## src/rtl/fetch_pkg.sv

```systemverilog
// Shared types for the fetch stage: the decode-facing payload, the FSM states and the reset PC.
// Pure declarations; no latency or backpressure of its own.
package fetch_pkg;
  localparam int          DATA_W       = 32;
  localparam int          ADDR_W       = 32;
  localparam logic [31:0] RESET_PC_DEF = 32'h0040_0000;
  localparam logic [31:0] PC_STEP      = 32'd4;

  typedef enum logic [1:0] {
    BOOT = 2'd0,
    RUN  = 2'd1,
    HOLD = 2'd2
  } fetch_state_e;

  typedef struct packed {
    logic [DATA_W-1:0] instr;
    logic [ADDR_W-1:0] pc;
    logic [ADDR_W-1:0] pc4;
  } fetch_out_t;
endpackage

```

## src/rtl/fetch_skid_buffer.sv

```systemverilog
// One-entry skid register for fetch_out_t; zero-latency pass of the held entry, flush wins.
// in_rdy_o stays high while empty or while the held entry is being taken downstream.
module fetch_skid_buffer
  import fetch_pkg::*;
(
  input  logic       clk,
  input  logic       rst_n,
  input  logic       flush_i,
  input  logic       in_vld_i,
  input  fetch_out_t in_dat_i,
  output logic       in_rdy_o,
  output logic       out_vld_o,
  output fetch_out_t out_dat_o,
  input  logic       out_rdy_i
);
  logic       full_q, full_d;
  fetch_out_t dat_q, dat_d;
  logic       push, pop;

  assign in_rdy_o  = !full_q || out_rdy_i;
  assign out_vld_o = full_q;
  assign out_dat_o = dat_q;

  always_comb begin
    full_d = full_q;
    dat_d  = dat_q;
    push   = in_vld_i && in_rdy_o;
    pop    = full_q && out_rdy_i;
    if (flush_i) begin
      full_d = 1'b0;
    end else if (push) begin
      full_d = 1'b1;
      dat_d  = in_dat_i;
    end else if (pop) begin
      full_d = 1'b0;
    end
  end

  always_ff @(posedge clk or negedge rst_n) begin
    if (!rst_n) begin
      full_q <= 1'b0;
      dat_q  <= '0;
    end else begin
      full_q <= full_d;
      dat_q  <= dat_d;
    end
  end
endmodule

```

## src/rtl/instruction_fetch_unit.sv

```systemverilog
// Fetch stage: PC, inflight tracking for a 1-cycle ROM, output slot plus skid toward decode.
// Issue-to-valid latency 2 cycles; decode stall parks one word in the skid and freezes issue.
module instruction_fetch_unit
  import fetch_pkg::*;
#(
  parameter int                    DATA_WIDTH = DATA_W,
  parameter int                    ADDR_WIDTH = ADDR_W,
  parameter logic [ADDR_WIDTH-1:0] RESET_PC   = RESET_PC_DEF
) (
  input  logic                  clk,
  input  logic                  rst_n,
  input  logic                  fetch_en_i,
  input  logic                  redirect_i,
  input  logic [ADDR_WIDTH-1:0] redirect_pc_i,
  output logic [ADDR_WIDTH-1:0] mem_addr_o,
  input  logic [DATA_WIDTH-1:0] mem_instr_i,
  output logic                  if_valid_o,
  input  logic                  if_ready_i,
  output logic [DATA_WIDTH-1:0] if_instr_o,
  output logic [ADDR_WIDTH-1:0] if_pc_o,
  output logic [ADDR_WIDTH-1:0] if_pc4_o,
  output logic                  misaligned_o
);
  fetch_state_e          state_q, state_d;
  logic [ADDR_WIDTH-1:0] pc_q, pc_d, inflight_pc_q, inflight_pc_d;
  logic                  inflight_q, inflight_d;
  logic                  out_vld_q, out_vld_d;
  fetch_out_t            out_q, out_d;
  logic                  misaligned_q, misaligned_d;

  logic       slot_free, issue;
  logic       skid_in_vld, skid_in_rdy, skid_out_vld, skid_push, skid_pop, skid_full_next;
  fetch_out_t new_word, skid_out_dat;

  fetch_skid_buffer u_skid (
    .clk       (clk),
    .rst_n     (rst_n),
    .flush_i   (redirect_i),
    .in_vld_i  (skid_in_vld),
    .in_dat_i  (new_word),
    .in_rdy_o  (skid_in_rdy),
    .out_vld_o (skid_out_vld),
    .out_dat_o (skid_out_dat),
    .out_rdy_i (slot_free)
  );

  always_comb begin
    slot_free   = !out_vld_q || if_ready_i;
    new_word    = '{instr: mem_instr_i, pc: inflight_pc_q, pc4: inflight_pc_q + PC_STEP};
    skid_in_vld = inflight_q && !redirect_i && (skid_out_vld || !slot_free);
    skid_push   = skid_in_vld && skid_in_rdy;
    skid_pop    = skid_out_vld && slot_free;
    skid_full_next = skid_push || (skid_out_vld && !skid_pop);
    // Also hold issue while the returning word is about to park in the skid, so the
    // word issued now always has a place to land next cycle.
    issue = (state_q == RUN) && fetch_en_i && !redirect_i && !skid_out_vld
            && !(inflight_q && !slot_free);
  end

  always_comb begin
    state_d       = state_q;
    pc_d          = pc_q;
    inflight_d    = issue;
    inflight_pc_d = inflight_pc_q;
    out_vld_d     = out_vld_q;
    out_d         = out_q;
    misaligned_d  = 1'b0;
    if (issue) begin
      pc_d          = pc_q + PC_STEP;
      inflight_pc_d = pc_q;
    end
    if (redirect_i) begin
      pc_d         = {redirect_pc_i[ADDR_WIDTH-1:2], 2'b00};
      misaligned_d = |redirect_pc_i[1:0];
      out_vld_d    = 1'b0;
      state_d      = RUN;
    end else begin
      if (slot_free) begin
        if (skid_out_vld) begin
          out_vld_d = 1'b1;
          out_d     = skid_out_dat;
        end else if (inflight_q) begin
          out_vld_d = 1'b1;
          out_d     = new_word;
        end else begin
          out_vld_d = 1'b0;
        end
      end
      case (state_q)
        BOOT:    state_d = RUN;
        RUN:     if (skid_full_next) state_d = HOLD;
        HOLD:    if (!skid_full_next) state_d = RUN;
        default: state_d = BOOT;
      endcase
    end
  end

  always_ff @(posedge clk or negedge rst_n) begin
    if (!rst_n) begin
      state_q       <= BOOT;
      pc_q          <= RESET_PC;
      inflight_q    <= 1'b0;
      inflight_pc_q <= '0;
      out_vld_q     <= 1'b0;
      out_q         <= '0;
      misaligned_q  <= 1'b0;
    end else begin
      state_q       <= state_d;
      pc_q          <= pc_d;
      inflight_q    <= inflight_d;
      inflight_pc_q <= inflight_pc_d;
      out_vld_q     <= out_vld_d;
      out_q         <= out_d;
      misaligned_q  <= misaligned_d;
    end
  end

  assign mem_addr_o   = pc_q;
  assign if_valid_o   = out_vld_q;
  assign if_instr_o   = out_q.instr;
  assign if_pc_o      = out_q.pc;
  assign if_pc4_o     = out_q.pc4;
  assign misaligned_o = misaligned_q;
endmodule

```

## config.mk

```make
export PLATFORM = sky130hd
export DESIGN_NAME = instruction_fetch_unit
export DESIGN_NICKNAME = d
export VERILOG_FILES = /design/src/rtl/fetch_pkg.sv /design/src/rtl/fetch_skid_buffer.sv /design/src/rtl/instruction_fetch_unit.sv
export SDC_FILE = /design/constraint.sdc
export NUM_CORES = 1
export LEC_CHECK = 0
export BUFFER_PORTS_ARGS = -buffer_cell sky130_fd_sc_hd__buf_2
export CORE_ASPECT_RATIO = 1.25
export CORE_MARGIN = 1.5
export CORE_UTILIZATION = 56
export CTS_CLUSTER_SIZE = 10
export DETAILED_ROUTE_END_ITERATION = 16
export GPL_TIMING_DRIVEN = 0
export PLACE_DENSITY = 0.8
export SYNTH_ARGS = -nofsm -noshare
export SYNTH_HDL_FRONTEND = slang
export SYNTH_SLANG_ARGS = --single-unit
export TNS_END_PERCENT = 30
```

## constraint.sdc

```tcl
create_clock -name clk -period 2.2 [get_ports clk]
set_input_delay 0.22 -clock clk [delete_from_list [all_inputs] [get_ports clk]]
set_output_delay 0.22 -clock clk [all_outputs]
set_load 0.05 [all_outputs]
```

# --- After elaboration in Yosys (flattened, before gate mapping) ---
# Cells that the tools add are included.
totals:
  in_bits: 69
  word_cells: 65
  ff_bits: 262
op_classes:
  n_bitwise: 1
  n_mux: 16
  reduce_logical: 29
  add_sub_neg: 2
  eq_ne: 4
ops:
  columns: ["cell", "n"]
  rows:
  - ["96-bit 2-to-1 mux", 2]
  - ["32-bit by 3-bit adder with 32-bit output (second input constant)", 2]
  - ["32-bit 2-to-1 mux", 2]
  - ["1-bit logical AND", 10]
  - ["1-bit 2-to-1 mux", 8]
  - ["1-bit logical NOT", 6]
  - ["2-bit 2-to-1 mux", 3]
  - ["3-bit != test (second input constant)", 2]
  - ["2-bit one-hot mux with 3 select lines", 1]
  - ["2-bit nonzero test", 3]
  - ["1-bit logical OR", 4]
  - ["2-bit AND reduction", 2]
  - ["3-bit AND reduction", 1]
  - ["3-bit nonzero test", 1]
  - ["2-bit by 1-bit == test with 1-bit output (second input constant)", 1]
  - ["2-bit == test (second input constant)", 1]
  - ["2-bit logical NOT", 1]
  - ["2-bit OR reduction", 1]
  - ["1-bit NOT", 1]

# --- Depth between registers and ports, before layout ---
logic_depth:
  ltp_word: 10
  mapped_depth: 9
  mapped_depth_nobuf: 6

# --- Modules after synthesis ---
# A second synthesis with hierarchy kept.
hier_totals:
  cells_unflattened: 1011
  hier_area_um2: 11716.2
modules_own_cells:
  columns: ["module", "area_per_inst_um2", "instances", "seq_area_each_um2", "cells_each"]
  rows:
  - ["instruction_fetch_unit", 8091.5, 1, 4030.1, 803]
  - ["fetch_skid_buffer", 3624.7, 1, 2427.3, 208]

# --- Least setup slack after synthesis ---
# No wires, ideal clock.
synth_timing:
  path_kind: "flip-flop to flip-flop"
  from: "reg pc_q[4], in the netlist mem_addr_o[4]"
  to: "reg pc_q[31], in the netlist mem_addr_o[31]"
  arrival_ns: 2.242
  path_stages_with_launch: 6
  n_path_buf: 0
  setup_slack_ns: -0.124
  path_cell_list: "dfrtp_1 > and3_1 > nand4_4 > or4b_4 > or3_1 > a31oi_1"
synth_between:
  elab_chain_len: 3
synth_rtl:
  columns: ["item", "line_no", "rtl"]
  rows:
  - ["from (decl)", "instruction_fetch_unit.sv:25", "logic [ADDR_WIDTH-1:0] pc_q, pc_d, inflight_pc_q, inflight_pc_d;"]
  - ["from (signal assigned)", "instruction_fetch_unit.sv:109", "pc_q <= pc_d;"]
  - ["32-bit by 3-bit adder with 32-bit output", "instruction_fetch_unit.sv:69", "pc_d = pc_q + PC_STEP;"]
  - ["32-bit 2-to-1 mux", "instruction_fetch_unit.sv:68", "if (issue) begin"]
  - ["32-bit 2-to-1 mux", "instruction_fetch_unit.sv:72", "if (redirect_i) begin"]
# No other way between the ends. The select of a mux whose other input is x is not followed.
# A chain may end at the register's enable or synchronous reset.

# --- Final worst setup path ---
layout_timing:
  from: "reg out_vld_q, in the netlist if_valid_o"
  to: "reg u_skid.dat_q (netlist bit u_skid.out_dat_o[30])"
layout_between:
  elab_chain_len: 7
  elab_cells_between_ends: 8
  cone_classes: "8 x reduce/logical"
layout_rtl:
  columns: ["item", "line_no", "rtl"]
  rows:
  - ["from (decl)", "instruction_fetch_unit.sv:27", "logic out_vld_q, out_vld_d;"]
  - ["from (signal assigned)", "instruction_fetch_unit.sv:112", "out_vld_q <= out_vld_d;"]
  - ["1-bit logical NOT *", "instruction_fetch_unit.sv:48", "slot_free = !out_vld_q || if_ready_i;"]
  - ["1-bit logical OR *", "instruction_fetch_unit.sv:48", null]
  - ["1-bit logical NOT", "instruction_fetch_unit.sv:50", "skid_in_vld = inflight_q && !redirect_i && (skid_out_vld || !slot_free);"]
  - ["1-bit logical OR", "instruction_fetch_unit.sv:50", null]
  - ["1-bit logical AND", "instruction_fetch_unit.sv:50", null]
  - ["1-bit logical AND *", "fetch_skid_buffer.sv:27", "push = in_vld_i && in_rdy_o;"]
  - ["2-bit AND reduction (no source line) *", null, null]
  - ["to (signal assigned)", "fetch_skid_buffer.sv:45", "dat_q <= dat_d;"]
  - ["to (decl)", "fetch_skid_buffer.sv:17", "fetch_out_t dat_q, dat_d;"]
# Every way passes the cells marked *; elsewhere a longest branch is shown, timed or not.

==> impl_results.md <==
* Critical path launch point type: register
* Post-route setup TNS at 0 ps
* Multi-input gate area in the final layout at around 0.0046 sq mm
* R2r worst-path depth at 7
* CP Data Arrival Time at between 2000 and 3000 ps
* Final-layout fill cell count at between 1k and 1.5k
* Final GP Congestion at 0.882
* Clock latency on the worst-skew pair at roughly 530 ps
* DR DRC count at 0
* Number of buffer cells added on primary ports at approximately 190
* Ports at 199
* Post-Synthesis Cell Area at 0.0112 sq mm
* Top library cells by usage in the layout, fill and taps aside: 234 x sky130_fd_sc_hd__dfrtp_1, 198 x sky130_fd_sc_hd__buf_2, 133 x sky130_fd_sc_hd__nand2_1, 121 x sky130_fd_sc_hd__o21ai_0, 93 x sky130_fd_sc_hd__mux2_2
* Source of the worst register-to-register timing path: if_valid_o
* Data required time of the critical path at ~2700 ps
* Register-to-register path setup slack at approximately 77 ps
* Number of iterations in the first detailed-routing pass at 5
* Total power at about 0.014 W
* Time the worst path needs with I/O delays and setup at 2120 ps
* Slowest Stage Delay on Critical Path at between 300 and 400 ps
* Routed vias at approximately 9.0k
* CTS Buffer Depth at 3
* Number of global-route vias before repair at 9,287
* Floorplan die height at approximately 160 um
* Share of the synthesized area in the top cell type at 0.558
* Final setup violation count at 0
* Number of sinks driven by the clock tree at 250
* Commonest non-fill, non-tap cell in the layout: sky130_fd_sc_hd__dfrtp_1
* Transition time of the tightest slew-check pin at just over 800 ps
* Cell types occupying the most area after synthesis: sky130_fd_sc_hd__dfrtp_1 56%, sky130_fd_sc_hd__mux2_2 9.4%, sky130_fd_sc_hd__mux2i_1 5.8%
* Power density over cell area at 998 mW/mm^2
* Initial core utilization at 0.574
* Pleak at roughly 6.3 nW
* Kind of cell adding the most delay to the critical path: simple AND/OR/NAND/NOR gates
* Count of H-tree levels built during CTS at 1
* # placed instances at 1,494
* Number of synthesized register bits at 250
* Congestion Overflow GR at 0
* Min-delay src: redirect_i
* Std cell rows at 57
* Number of nets still failing antenna checks after routing at 0
* Largest area contributor in the netlist: sky130_fd_sc_hd__dfrtp_1
* Critical-path maximum fanout at 10
* Drt wl/cell at between 15 and 20 um
* Setup repair after global routing missed its margin: true
* Avg Vias per Cell at ~5.7
* Ratio of cells with drive above 1 in the final layout at 0.291
* Ordered list of cells on the worst path: nor2b_1 > xnor2_1 > and3_2 > buf_4 > buf_2 > nor2_1 > a21oi_1
* Post-layout instance count excluding filler cells at roughly 1.6k
* Maximum number of pins on one net before global-route repair at 97
* Fin. max-slew vios at 0
* Sequential area share after synthesis at 0.560
* Min-Delay Endpoint: misaligned_o
* Root buf cell: sky130_fd_sc_hd__clkbuf_16
* Initial antenna violation count at 0
* Clock-pin transition on the worst setup and hold timing paths at approximately 60 ps
* Number of nets in the final layout at approximately 1.4k
* Area of the die at about 0.021 sq mm
* Crit path launch: if_valid_o
* Critical register-to-register path endpoint: u_skid.out_dat_o[30]
* Chip width at 129 um
* Number of maximum-capacitance violations at 0
* Fraction of the cycle the final worst path needs at 0.965
* Distinct cell type count of the synthesized netlist at 46
* Post-synthesis async set-or-reset flop share at 1.00
* Worst Skew at 15.0 ps
* Global-route wire length before repair at 46,800 um
* Element type at the critical path end: register
* Share of the core filled with cells at 0.723
* Hold Vio Cnt, Final at 0
* Combined flip-flop and latch cell area at between 0.006 and 0.007 sq mm
* Maximum achievable frequency at around 0.47 GHz
* Area of the core region at 0.0195 sq mm
* Post-synth EDFFs at 0
* Tightest slew margin relative to the limit at 0.455
* Clock tree from TritonCTS: built
* Syn Inst Count at around 1.0k
* Area growth syn-to-layout at 26.0%
* Cell depth of the worst hold path at 3
* Total routing resource utilization after global routing at 0.284
* Status: finished, final reports clean
* Fin worst setup slack at 77.0 ps
* Total buffers and inverters traversed by the critical path at 2
* Yosys warns at 0
* Pre-CTS setup slack at -524 ps
* Most used flip-flop cell after synthesis: sky130_fd_sc_hd__dfrtp_1
* First-iteration detailed-routing DRC count at 481
* Detailed placement HPWL at 19,700 um
* Type of the setup path with the least slack: register to register
* TritonCTS Buffers at 29
* Class of the most critical hold timing path: input port to register
* Maximum resistive drop on vdd at about 610 uV
* Cell with the biggest individual delay on the critical path: sky130_fd_sc_hd__nor2b_1
* Post-synthesis area per instance at around 11 sq um
* Final wirelength at ~29,000 um
* Total inserted antenna cells at 0
## metrics by stage
| stage | cell area (sq um) | hold WS (ps) |
|---|---|---|
| 2_1_floorplan | 11200 | -75.6 |
| 6_report | 14100 | 150 |
| 5_1_grt | 14100 | 176 |
| 3_3_place_gp | 12500 | 427 |
| 3_5_place_dp | 12600 | 192 |
| 4_1_cts | 14000 | 133 |
## worst max-delay path by stage
| stage | to | depth (start not counted) |
|---|---|---|
| after floorplan | mem_addr_o[31] | 6 |
| after global placement | mem_addr_o[13] | 1 |
| after detailed placement | u_skid.out_dat_o[16] | 8 |
| after CTS | mem_addr_o[31] | 7 |
| after global routing | if_pc4_o[26] | 6 |
| final | u_skid.out_dat_o[30] | 7 |
## worst min-delay path, cell delays in order
cell	delay, ps
sky130_fd_sc_hd__buf_2	130
sky130_fd_sc_hd__clkinv_1	200
sky130_fd_sc_hd__nor2_1	80
## repair_timing
item | 4_1_cts | 5_1_grt
hold endpoints to repair | 136 | 0
setup endpoints to repair | 203 | 139
pin swaps | 0 | 4
resized for setup | 13 | 33
setup buffers | 0 | 4
hold buffers | 65 | 0
cloned | 0 | 0
## Yosys cell counts (all sizes together), types with 6 or more instances
library cell,instances
nor3,20
mux2i,65
buf,25
and4,7
nand4,17
xnor2,32
inv,13
mux2,93
and3,6
clkbuf,44
nor2,57
a21oi,37
xor2,22
o22ai,9
o21ai,121
or3,6
nand3,24
dfrtp,249
nand2,134
nor4,9
## logic make-up (layout without fill, tap and decap cells)
group | after synthesis | after routing | share of synthesized area
AOI/OAI and AO/OA | 184 | 184 | 0.0869
other | 1 | 6 | 0.000336
and+or+nand+nor | 297 | 297 | 0.125
DFF | 250 | 250 | 0.560
muxes | 158 | 158 | 0.152
buffers and inverters | 84 | 377 | 0.0317
xor gates and xnor gates | 54 | 54 | 0.0423
adders and majority gates | 2 | 2 | 0.00224
## flip-flops by register name (all words and copies together) (netlist names)
register          count
u_skid.out_dat_o     92
inflight_pc_q        30
if_pc4_o             30
inflight_q            1
misaligned_o          1
if_instr_o           32
state_q               2
u_skid.out_vld_o      1
if_valid_o            1
mem_addr_o           30
if_pc_o              30
## routing by layer
layer / track usage / wire length, um / vias to the layer above
met1: 0.352 / 11600 / 4458
met5: 0 / 0 / -
met4: 0.0884 / 731 / 0
li1: - / - / 4147
met2: 0.507 / 15200 / 353
met3: 0.0443 / 2010 / 60
## layout make-up
cell class / instances / area share
timing repair buffer: 263 / 0.121
clock inverter: 1 / 0.000622
inverter: 15 / 0.00426
multi-input combinational: 701 / 0.330
buffer: 64 / 0.0222
clock buffer: 34 / 0.0529
tap: 265 / 0.0235
sequential: 250 / 0.446
## where the power goes
part	total [W]	switching [W]	internal, W	leakage [nW]
Clock	0.00405	0.00171	0.00234	0.368
Sequential	0.00619	0.000693	0.00550	3.13
Combinational	0.00381	0.00269	0.00112	2.85
No activity file was read; power rests on OpenSTA's default activity.
